<file path="src/rtl/uvmt_cv32e40x_sl_obi_arbiter_if.sv">
// OBI bundle for the two-requester arbiter: requester-side m_* and responder-side s_* signals.
// slave modport is the arbiter's view; master modport is the surrounding requesters/responder.
interface uvmt_cv32e40x_sl_obi_arbiter_if #(
    parameter int unsigned ADDR_WIDTH = 32,
    parameter int unsigned DATA_WIDTH = 32
);
    logic [1:0]                    m_req_i;
    logic [1:0]                    m_gnt_o;
    logic [2*ADDR_WIDTH-1:0]       m_addr_i;
    logic [1:0]                    m_we_i;
    logic [2*(DATA_WIDTH/8)-1:0]   m_be_i;
    logic [2*DATA_WIDTH-1:0]       m_wdata_i;
    logic [1:0]                    m_rvalid_o;
    logic [DATA_WIDTH-1:0]         m_rdata_o;

    logic                          s_req_o;
    logic                          s_gnt_i;
    logic [ADDR_WIDTH-1:0]         s_addr_o;
    logic                          s_we_o;
    logic [DATA_WIDTH/8-1:0]       s_be_o;
    logic [DATA_WIDTH-1:0]         s_wdata_o;
    logic                          s_rvalid_i;
    logic [DATA_WIDTH-1:0]         s_rdata_i;

    modport slave (
        input  m_req_i, m_addr_i, m_we_i, m_be_i, m_wdata_i,
        output m_gnt_o, m_rvalid_o, m_rdata_o,
        output s_req_o, s_addr_o, s_we_o, s_be_o, s_wdata_o,
        input  s_gnt_i, s_rvalid_i, s_rdata_i
    );

    modport master (
        output m_req_i, m_addr_i, m_we_i, m_be_i, m_wdata_i,
        input  m_gnt_o, m_rvalid_o, m_rdata_o,
        input  s_req_o, s_addr_o, s_we_o, s_be_o, s_wdata_o,
        output s_gnt_i, s_rvalid_i, s_rdata_i
    );
endinterface

</file>
<file path="src/rtl/uvmt_cv32e40x_sl_obi_arbiter.sv">
// Two-requester to one-responder OBI arbiter with address-phase hold and in-order response ID FIFO.
// Define UVMT_CV32E40X_OBI_ARB_FIXED_PRIO_EN for fixed priority (requester 1 wins); default is round-robin.
module uvmt_cv32e40x_sl_obi_arbiter #(
    parameter int unsigned MAX_OUTSTANDING = 2,
    parameter int unsigned ADDR_WIDTH      = 32,
    parameter int unsigned DATA_WIDTH      = 32
) (
    input  logic                                 clk_i,
    input  logic                                 rst_i,
    uvmt_cv32e40x_sl_obi_arbiter_if.slave        obi,
    output logic [2:0]                           outstanding_o,
    output logic                                 protocol_err_o
);
    localparam logic [0:0]  IDLE  = 1'b0;
    localparam logic [0:0]  HOLD  = 1'b1;
    localparam int unsigned PTR_W = (MAX_OUTSTANDING > 1) ? $clog2(MAX_OUTSTANDING) : 1;
    localparam int unsigned BE_W  = DATA_WIDTH / 8;
    localparam logic [2:0]  DEPTH = 3'(MAX_OUTSTANDING);

    logic [0:0]                 state_q, state_d;
    logic                       hold_id_q, hold_id_d;
    logic [2:0]                 count_q, count_d;
    logic [PTR_W-1:0]           wr_ptr_q, wr_ptr_d;
    logic [PTR_W-1:0]           rd_ptr_q, rd_ptr_d;
    logic [MAX_OUTSTANDING-1:0] fifo_q;
    logic                       err_q, err_d;

    logic       arb_id;
    logic       sel;
    logic       req_any;
    logic       pop;
    logic       space;
    logic       s_req;
    logic       push;
    logic       head_id;
    logic [1:0] gnt;
    logic [1:0] rvalid;

    function automatic logic [PTR_W-1:0] ptr_inc(input logic [PTR_W-1:0] p);
        return (p == PTR_W'(MAX_OUTSTANDING - 1)) ? '0 : p + 1'b1;
    endfunction

`ifdef UVMT_CV32E40X_OBI_ARB_FIXED_PRIO_EN
    assign arb_id = obi.m_req_i[1];
`else
    logic rr_q;

    // With a single requester that id wins; on contention the pointer id wins.
    assign arb_id = (&obi.m_req_i) ? rr_q : obi.m_req_i[1];

    always_ff @(posedge clk_i or posedge rst_i) begin
        if (rst_i) begin
            rr_q <= 1'b0;
        end else if (push) begin
            rr_q <= ~sel;
        end
    end
`endif

    always_comb begin
        sel     = (state_q == HOLD) ? hold_id_q : arb_id;
        req_any = (state_q == HOLD) || (|obi.m_req_i);
        pop     = obi.s_rvalid_i && (count_q != '0);
        // A response in the same cycle frees a slot, so a full FIFO can still accept.
        space   = (count_q != DEPTH) || pop;
        s_req   = !rst_i && req_any && space;
        push    = s_req && obi.s_gnt_i;
        head_id = fifo_q[rd_ptr_q];

        gnt         = '0;
        gnt[sel]    = push;
        rvalid      = '0;
        rvalid[head_id] = pop;
    end

    assign obi.s_req_o    = s_req;
    assign obi.m_gnt_o    = gnt;
    assign obi.m_rvalid_o = rvalid;
    assign obi.m_rdata_o  = obi.s_rdata_i;
    assign obi.s_addr_o   = sel ? obi.m_addr_i[2*ADDR_WIDTH-1:ADDR_WIDTH] : obi.m_addr_i[ADDR_WIDTH-1:0];
    assign obi.s_we_o     = obi.m_we_i[sel];
    assign obi.s_be_o     = sel ? obi.m_be_i[2*BE_W-1:BE_W] : obi.m_be_i[BE_W-1:0];
    assign obi.s_wdata_o  = sel ? obi.m_wdata_i[2*DATA_WIDTH-1:DATA_WIDTH] : obi.m_wdata_i[DATA_WIDTH-1:0];

    assign outstanding_o  = count_q;
    assign protocol_err_o = err_q;

    always_comb begin
        count_d   = count_q + 3'(push) - 3'(pop);
        wr_ptr_d  = push ? ptr_inc(wr_ptr_q) : wr_ptr_q;
        rd_ptr_d  = pop ? ptr_inc(rd_ptr_q) : rd_ptr_q;
        err_d     = err_q || (obi.s_rvalid_i && (count_q == '0));
        state_d   = state_q;
        hold_id_d = hold_id_q;
        case (state_q)
            IDLE: begin
                if (s_req && !obi.s_gnt_i) begin
                    state_d   = HOLD;
                    hold_id_d = sel;
                end
            end
            default: begin
                if (push) begin
                    state_d = IDLE;
                end
            end
        endcase
    end

    always_ff @(posedge clk_i or posedge rst_i) begin
        if (rst_i) begin
            state_q   <= IDLE;
            hold_id_q <= 1'b0;
            count_q   <= '0;
            wr_ptr_q  <= '0;
            rd_ptr_q  <= '0;
            fifo_q    <= '0;
            err_q     <= 1'b0;
        end else begin
            state_q   <= state_d;
            hold_id_q <= hold_id_d;
            count_q   <= count_d;
            wr_ptr_q  <= wr_ptr_d;
            rd_ptr_q  <= rd_ptr_d;
            err_q     <= err_d;
            if (push) begin
                fifo_q[wr_ptr_q] <= sel;
            end
        end
    end
endmodule

</file>
<file path="src/flat_wrapper.sv">
// flat-port wrapper written by rule: the top's interface ports become plain ports
module uvmt_cv32e40x_sl_obi_arbiter_flat 
#(
    parameter int unsigned MAX_OUTSTANDING = 2,
    parameter int unsigned ADDR_WIDTH      = 32,
    parameter int unsigned DATA_WIDTH      = 32
)
  (clk_i, rst_i, outstanding_o, protocol_err_o, obi_m_req_i, obi_m_addr_i, obi_m_we_i, obi_m_be_i, obi_m_wdata_i, obi_m_gnt_o, obi_m_rvalid_o, obi_m_rdata_o, obi_s_req_o, obi_s_addr_o, obi_s_we_o, obi_s_be_o, obi_s_wdata_o, obi_s_gnt_i, obi_s_rvalid_i, obi_s_rdata_i);
  uvmt_cv32e40x_sl_obi_arbiter_if #(.ADDR_WIDTH(ADDR_WIDTH), .DATA_WIDTH(DATA_WIDTH)) obi_i ();
  input  logic clk_i;
  input  logic rst_i;
  output logic [2:0] outstanding_o;
  output logic protocol_err_o;
  input wire logic [$bits(obi_i.m_req_i)-1:0] obi_m_req_i;
  input wire logic [$bits(obi_i.m_addr_i)-1:0] obi_m_addr_i;
  input wire logic [$bits(obi_i.m_we_i)-1:0] obi_m_we_i;
  input wire logic [$bits(obi_i.m_be_i)-1:0] obi_m_be_i;
  input wire logic [$bits(obi_i.m_wdata_i)-1:0] obi_m_wdata_i;
  output wire logic [$bits(obi_i.m_gnt_o)-1:0] obi_m_gnt_o;
  output wire logic [$bits(obi_i.m_rvalid_o)-1:0] obi_m_rvalid_o;
  output wire logic [$bits(obi_i.m_rdata_o)-1:0] obi_m_rdata_o;
  output wire logic [$bits(obi_i.s_req_o)-1:0] obi_s_req_o;
  output wire logic [$bits(obi_i.s_addr_o)-1:0] obi_s_addr_o;
  output wire logic [$bits(obi_i.s_we_o)-1:0] obi_s_we_o;
  output wire logic [$bits(obi_i.s_be_o)-1:0] obi_s_be_o;
  output wire logic [$bits(obi_i.s_wdata_o)-1:0] obi_s_wdata_o;
  input wire logic [$bits(obi_i.s_gnt_i)-1:0] obi_s_gnt_i;
  input wire logic [$bits(obi_i.s_rvalid_i)-1:0] obi_s_rvalid_i;
  input wire logic [$bits(obi_i.s_rdata_i)-1:0] obi_s_rdata_i;
  assign obi_i.m_req_i = obi_m_req_i;
  assign obi_i.m_addr_i = obi_m_addr_i;
  assign obi_i.m_we_i = obi_m_we_i;
  assign obi_i.m_be_i = obi_m_be_i;
  assign obi_i.m_wdata_i = obi_m_wdata_i;
  assign obi_m_gnt_o = obi_i.m_gnt_o;
  assign obi_m_rvalid_o = obi_i.m_rvalid_o;
  assign obi_m_rdata_o = obi_i.m_rdata_o;
  assign obi_s_req_o = obi_i.s_req_o;
  assign obi_s_addr_o = obi_i.s_addr_o;
  assign obi_s_we_o = obi_i.s_we_o;
  assign obi_s_be_o = obi_i.s_be_o;
  assign obi_s_wdata_o = obi_i.s_wdata_o;
  assign obi_i.s_gnt_i = obi_s_gnt_i;
  assign obi_i.s_rvalid_i = obi_s_rvalid_i;
  assign obi_i.s_rdata_i = obi_s_rdata_i;
  uvmt_cv32e40x_sl_obi_arbiter #(.MAX_OUTSTANDING(MAX_OUTSTANDING), .ADDR_WIDTH(ADDR_WIDTH), .DATA_WIDTH(DATA_WIDTH)) u_core (.clk_i(clk_i), .rst_i(rst_i), .obi(obi_i), .outstanding_o(outstanding_o), .protocol_err_o(protocol_err_o));
endmodule
</file>
<file path="config.mk">
export PLATFORM = sky130hd
export DESIGN_NAME = uvmt_cv32e40x_sl_obi_arbiter_flat
export DESIGN_NICKNAME = d
export VERILOG_FILES = /design/src/rtl/uvmt_cv32e40x_sl_obi_arbiter_if.sv /design/src/rtl/uvmt_cv32e40x_sl_obi_arbiter.sv /design/src/flat_wrapper.sv
export SDC_FILE = /design/constraint.sdc
export NUM_CORES = 1
export LEC_CHECK = 0
export ABC_CLOCK_PERIOD_IN_PS = 2600
export CAP_MARGIN = 25
export CORE_AREA = 2 2 112 114
export DETAILED_ROUTE_END_ITERATION = 6
export DIE_AREA = 0 0 114 116
export PLACE_DENSITY = 0.65
export SYNTH_ARGS = -nofsm -noshare
export SYNTH_HDL_FRONTEND = slang
export SYNTH_SLANG_ARGS = --single-unit
</file>
<file path="constraint.sdc">
create_clock -name clk_i -period 2.6 [get_ports clk_i]
set_input_delay 0.39 -clock clk_i [delete_from_list [all_inputs] [get_ports clk_i]]
set_output_delay 0.39 -clock clk_i [all_outputs]
set_load 0.05 [all_outputs]
</file>
; ---- Word level (Yosys, flattened, before mapping)
; Cells that the tools add are included.
[totals]
ff_bits = 11
latch_bits = 0
memories = 0
elab_cells = 64
output_inout_bits = 110
rom_bits = 0
ram_bits = 0
[classes]
addsub = 4
n_mux = 21
n_reduce_logical = 19
shifts = 0
eq_ne = 1
n_bitwise = 4
div_mod_pow = 0
order_cmp = 7
n_mul = 0
[op_table]
columns = op, n
row1 = $mux W32, 2
row2 = $mux W1, 14
row3 = $logic_and A1 B1 Y1, 9
row4 = $lt A1 B2 Y1 const B, 4
row5 = $and A2 B2 Y2, 2
row6 = $mux W4, 1
row7 = $reduce_and A2 Y1, 2
row8 = $add A3 B1 Y3, 1
row9 = $demux W1 S1, 3
row10 = $ge A1 B1 Y1 const B, 3
row11 = $logic_not A3 Y1, 1
row12 = $logic_or A1 B1 Y1, 3
row13 = $ne A3 B2 Y1 const B, 1
row14 = $reduce_bool A3 Y1, 1
row15 = $sub A3 B1 Y3, 1
row16 = $add A1 B1 Y1 const B, 2
row17 = $bwmux W2, 1
row18 = $logic_not A1 Y1, 2
row19 = $not A1 Y1, 2
row20 = $reduce_or A2 Y1, 1

; ---- Depth between registers and ports, before layout
[depth]
depth_word = 8
depth_mapped = 9

; ---- Worst setup path after synthesis
; No wires, ideal clock.
[synth_timing]
path_kind = register to output
start = reg u_core.count_q[2], in the netlist u_core.outstanding_o[2]
end = out obi_m_gnt_o[0]
stages_incl_launch_ff = 3
arrival_ps = 2410
required_ps = 2210
slack_ps = -200
n_path_buf = 0
path_cell_list = dfrtp_1 -> nor4b_4 -> nor4_1
[synth_via]
elab_chain_len = 6
word_cells_on_any_way = 7
classes_between = eq/ne (1) / bitwise (1) / reduce/logical (5)
[synth_lines]
columns = item, line_no
row1 = start: declaration, uvmt_cv32e40x_sl_obi_arbiter.sv:22  ; logic [2:0] count_q, count_d;
row2 = start signal: assignment, uvmt_cv32e40x_sl_obi_arbiter.sv:122  ; count_q <= count_d;
row3 = $reduce_bool A3 Y1, uvmt_cv32e40x_sl_obi_arbiter.sv:63  ; pop = obi.s_rvalid_i && (count_q != '0);
row4 = $logic_and A1 B1 Y1, uvmt_cv32e40x_sl_obi_arbiter.sv:63
row5 = $logic_or A1 B1 Y1 *, uvmt_cv32e40x_sl_obi_arbiter.sv:65  ; space = (count_q != DEPTH) || pop;
row6 = $logic_and A1 B1 Y1 *, uvmt_cv32e40x_sl_obi_arbiter.sv:66  ; s_req = !rst_i && req_any && space;
row7 = $logic_and A1 B1 Y1 *, uvmt_cv32e40x_sl_obi_arbiter.sv:67  ; push = s_req && obi.s_gnt_i;
row8 = $and A2 B2 Y2 (no source line) *, --
row9 = end: declaration, flat_wrapper.sv:19  ; output wire logic [$bits(obi_i.m_gnt_o)-1:0] obi_m_gnt_o;
; Every way passes the cells marked *; elsewhere a longest branch is shown, timed or not.

==> parameters.txt <==
Parameter                              Value

Setup path
  Depth of the most critical reg-to-reg path    9
  Critical Path End Type    output pin
  Arrival time at the worst endpoint    approximately 2.0 ns
  Reg2reg setup slack    approximately 0.37 ns
  CP Data Required Time    between 2 and 2.5 ns
  Category of the critical setup timing path    reg2out
  RR Startpoint    u_core.outstanding_o[1]
  Reg-to-reg endpoint    u_core.outstanding_o[2]
  Largest fanout on the critical path    7
  Crit path launch type    flip-flop

Finish
  Area growth, synth to finish    114%
  Number of inserted filler cells in the final layout    between 1000 and 1500
  Area used by multi-input combinational logic    between 1000 and 1500 um^2
  Share of post-route cells with drive strength above 1    0.412
  Sequential cell area    between 200 and 300 um^2
  Total number of nets in the final design    between 500 and 600
  Number of antenna diodes    0

Power
  Leakage power summed over all cells    between 1.5 and 2 nW
  Total internal power    approximately 1.8 mW
  Switching share of power    0.515
  Net switching power of the design    about 1.9 mW
  Max rail drop VDD    between 500 and 600 uV
  Cell Pwr Density    between 800 and 900 nW/um^2
  Combinational Power Share    0.834
  Clock network fraction of total power    0.073
  Portion of total power attributed to sequential cells    0.093
  Overall power after layout    ~3.8 mW

STA
  Clock skew after layout    slightly above 0.002 ns
  Least-Margin Pin Slew    about 0.50 ns
  Number of setup violations in the final report    0
  Final TNS setup    0 ns
  Fmax    around 0.42 GHz
  Final-report max-slew violation count    0
  Time the final worst path needs with I/O delays and setup    between 2 and 2.5 ns
  Final critical-path share of the clock period    0.920
  RSZ-0062 raised after global routing    no
  Worst-case headroom to the max-slew limit    0.668
  Final Hold Viols    0

Drt
  Final antenna-violating net count    0
  Avg Vias per Cell    3.98
  Final wirelength    8900 um
  Final routed wire length divided by cell count    between 15 and 20 um
  Number of remaining DRC errors    0
  Pre-Repair DR Iteration Count    4
  Overall via count from detail_route    about 2000
  Initial DRC Count    66

Floorplan
  Die boundary width    about 110 um
  Count of pins on the block boundary    approximately 290
  Effective utilization at floorplan    0.165
  DIE AREA    about 13000 um^2
  Placeable core region    between 10000 and 15000 um^2
  Standard-cell row count    40
  Die height    ~120 um

Worst hold path
  Start point of the worst min-delay path    u_core.protocol_err_o
  Hold worst-path end    u_core.protocol_err_o
  Worst Hold Depth    1
  Worst min-delay path class    reg2reg

Yosys
  Number of enable flip-flop cells after synthesis    0
  Cell types occupying the most area after synthesis    sky130_fd_sc_hd__mux2_4 38%, sky130_fd_sc_hd__dfrtp_1 14%, sky130_fd_sc_hd__buf_4 13%
  FFs w/ async S/R, synth    1.00
  Synthesized cell area    ~2000 um^2
  Distinct cell type count of the synthesized netlist    33
  Share of the synthesized area in the top cell type    0.382
  Proportion of synthesized chip area in sequential cells    0.140
  Cells after Synth    164
  Number of register bits inferred by synthesis    11
  Area leader, netlist    sky130_fd_sc_hd__mux2_4
  Top FF cell, synth    sky130_fd_sc_hd__dfrtp_1
  Nets in the synthesized netlist    343
  Yosys warnings    0
  Post-Syn Area per Cell    ~12 um^2

CTS
  Clock latency at the later pin of the worst-skew pair    around 0.23 ns
  Cts-stage hold buffer count    0
  TritonCTS buffer count    3
  CTS tree    yes
  Sink Count    11
  Root buf cell    sky130_fd_sc_hd__clkbuf_16
  Clock slew at reported path FFs    ~0.040 ns
  Number of H-tree levels    1
  Clk buf depth    2

Global route
  Pin count of the biggest net entering global routing    39
  Overall fraction of global-route tracks in use    0.111
  Vias in the first global route    slightly above 2000
  Total global routing overflow    0
  First-pass GRT wire length    around 11000 um
  Antenna violations before repair    0

Run
  Maximum capacitance violations    0

Place
  Port bufs    221
  Final RePlAce weighted congestion    0.775
  Sum of net half-perimeters after detailed placement    roughly 7000 um

Status
  Status    finished, final reports clean
==> cells by family (layout without fill, tap and decap cells) <==
group / count (synthesis) / after routing / share of synthesized area
multiplexers: 73 / 73 / 0.512
buffers and inverters: 49 / 249 / 0.208
AND/OR/NAND/NOR: 17 / 17 / 0.0630
flip-flops: 11 / 11 / 0.140
AO/OA/AOI/OAI: 7 / 7 / 0.0363
XOR/XNOR: 4 / 4 / 0.0178
adder cells (fa/ha/maj): 3 / 3 / 0.0229
==> routing by layer <==
metal  share of wire  global-route usage  up-vias
met2            0.44               0.168      149
li1                -                   -      950
met4               0             0.00976        0
met5               0                   0        -
met3            0.15              0.0659        0
met1            0.41               0.142      934
==> what timing repair did <==
item,in CTS,in global routing
gates resized for setup,0,23
buffers inserted,0,3
setup endpoints to repair,0,28
==> stage by stage <==
stage | std cells | utilization | instance area, um^2 | hold WS (ns) | setup WS (ns)
after global routing | 511 | 0.353 | 4200 | 0.493 | 0.144
after detailed placement | 499 | 0.329 | 3920 | 0.446 | 0.0319
after global placement | 499 | 0.329 | 3920 | 0.441 | 0.0699
final | 511 | 0.353 | 4200 | 0.457 | 0.208
after CTS | 503 | 0.335 | 3990 | 0.460 | 0.0277
after floorplan | 164 | - | 1970 | 0.455 | 0.244
==> sequential cells by signal (all words and copies together) (netlist names), named ones only <==
register,cells
u_core.protocol_err_o,1
u_core.outstanding_o,3
u_core.fifo_q,2
u_core.rd_ptr_q,1
u_core.wr_ptr_q,1
u_core.hold_id_q,1
u_core.rr_q,1
==> cells in the mapped netlist (2+ instances only) <==
cell type,n
sky130_fd_sc_hd__buf_12,5
sky130_fd_sc_hd__buf_4,33
sky130_fd_sc_hd__dfrtp_1,11
sky130_fd_sc_hd__ha_1,2
sky130_fd_sc_hd__inv_1,7
sky130_fd_sc_hd__mux2_1,21
sky130_fd_sc_hd__mux2_4,50
sky130_fd_sc_hd__mux2i_1,2
sky130_fd_sc_hd__nor2_1,2
sky130_fd_sc_hd__nor3_1,3
sky130_fd_sc_hd__nor4_1,3
sky130_fd_sc_hd__nor4b_1,2
sky130_fd_sc_hd__xnor2_1,3
==> layout make-up <==
| type | instances | share of cell area |
|---|---|---|
| Multi-Input combinational cell | 104 | 0.307 |
| Clock buffer | 4 | 0.0188 |
| Sequential cell | 11 | 0.0656 |
| Inverter | 8 | 0.00715 |
| Tap cell | 147 | 0.0438 |
| Timing Repair Buffer | 237 | 0.558 |
==> placed cells by master (no fill, tap or decap), types with 3 or more instances in the layout <==
| master | n |
|---|---|
| sky130_fd_sc_hd__nor3_1 | 3 |
| sky130_fd_sc_hd__clkbuf_16 | 6 |
| sky130_fd_sc_hd__mux2_1 | 21 |
| sky130_fd_sc_hd__xnor2_1 | 3 |
| sky130_fd_sc_hd__dfrtp_1 | 11 |
| sky130_fd_sc_hd__inv_1 | 7 |
| sky130_fd_sc_hd__mux2_4 | 50 |
| sky130_fd_sc_hd__buf_4 | 64 |
| sky130_fd_sc_hd__buf_12 | 5 |
| sky130_fd_sc_hd__clkdlybuf4s50_1 | 145 |
| sky130_fd_sc_hd__buf_6 | 16 |
==> worst max-delay path by stage <==
stage,to,slack [ns],cells after the start
after floorplan,obi_s_req_o,0.24,2
after global placement,obi_s_addr_o[19],0.07,6
after detailed placement,obi_s_addr_o[20],0.03,6
after CTS,obi_s_addr_o[20],0.03,6
after global routing,obi_s_addr_o[7],0.14,6
final,obi_s_wdata_o[4],0.21,6
==> power by group through the flow <==
stage	Sequential (mW)	Combinational, mW	Clock, mW
floorplan	0.437	2.19	0
global placement	0.345	2.90	0
detailed placement	0.349	2.92	0
CTS	0.351	2.93	0.282
global route	0.365	3.29	0.293
finish	0.350	3.15	0.276
==> worst max-delay path, cell delays in order, from the launching register on <==
cell and delay (ns):
sky130_fd_sc_hd__dfrtp_1 0.46, sky130_fd_sc_hd__o31ai_4 0.39, sky130_fd_sc_hd__buf_6 0.17, sky130_fd_sc_hd__buf_8 0.12
sky130_fd_sc_hd__buf_6 0.15, sky130_fd_sc_hd__mux2_4 0.31, sky130_fd_sc_hd__buf_6 0.16
No activity file was read; power rests on OpenSTA's default activity.
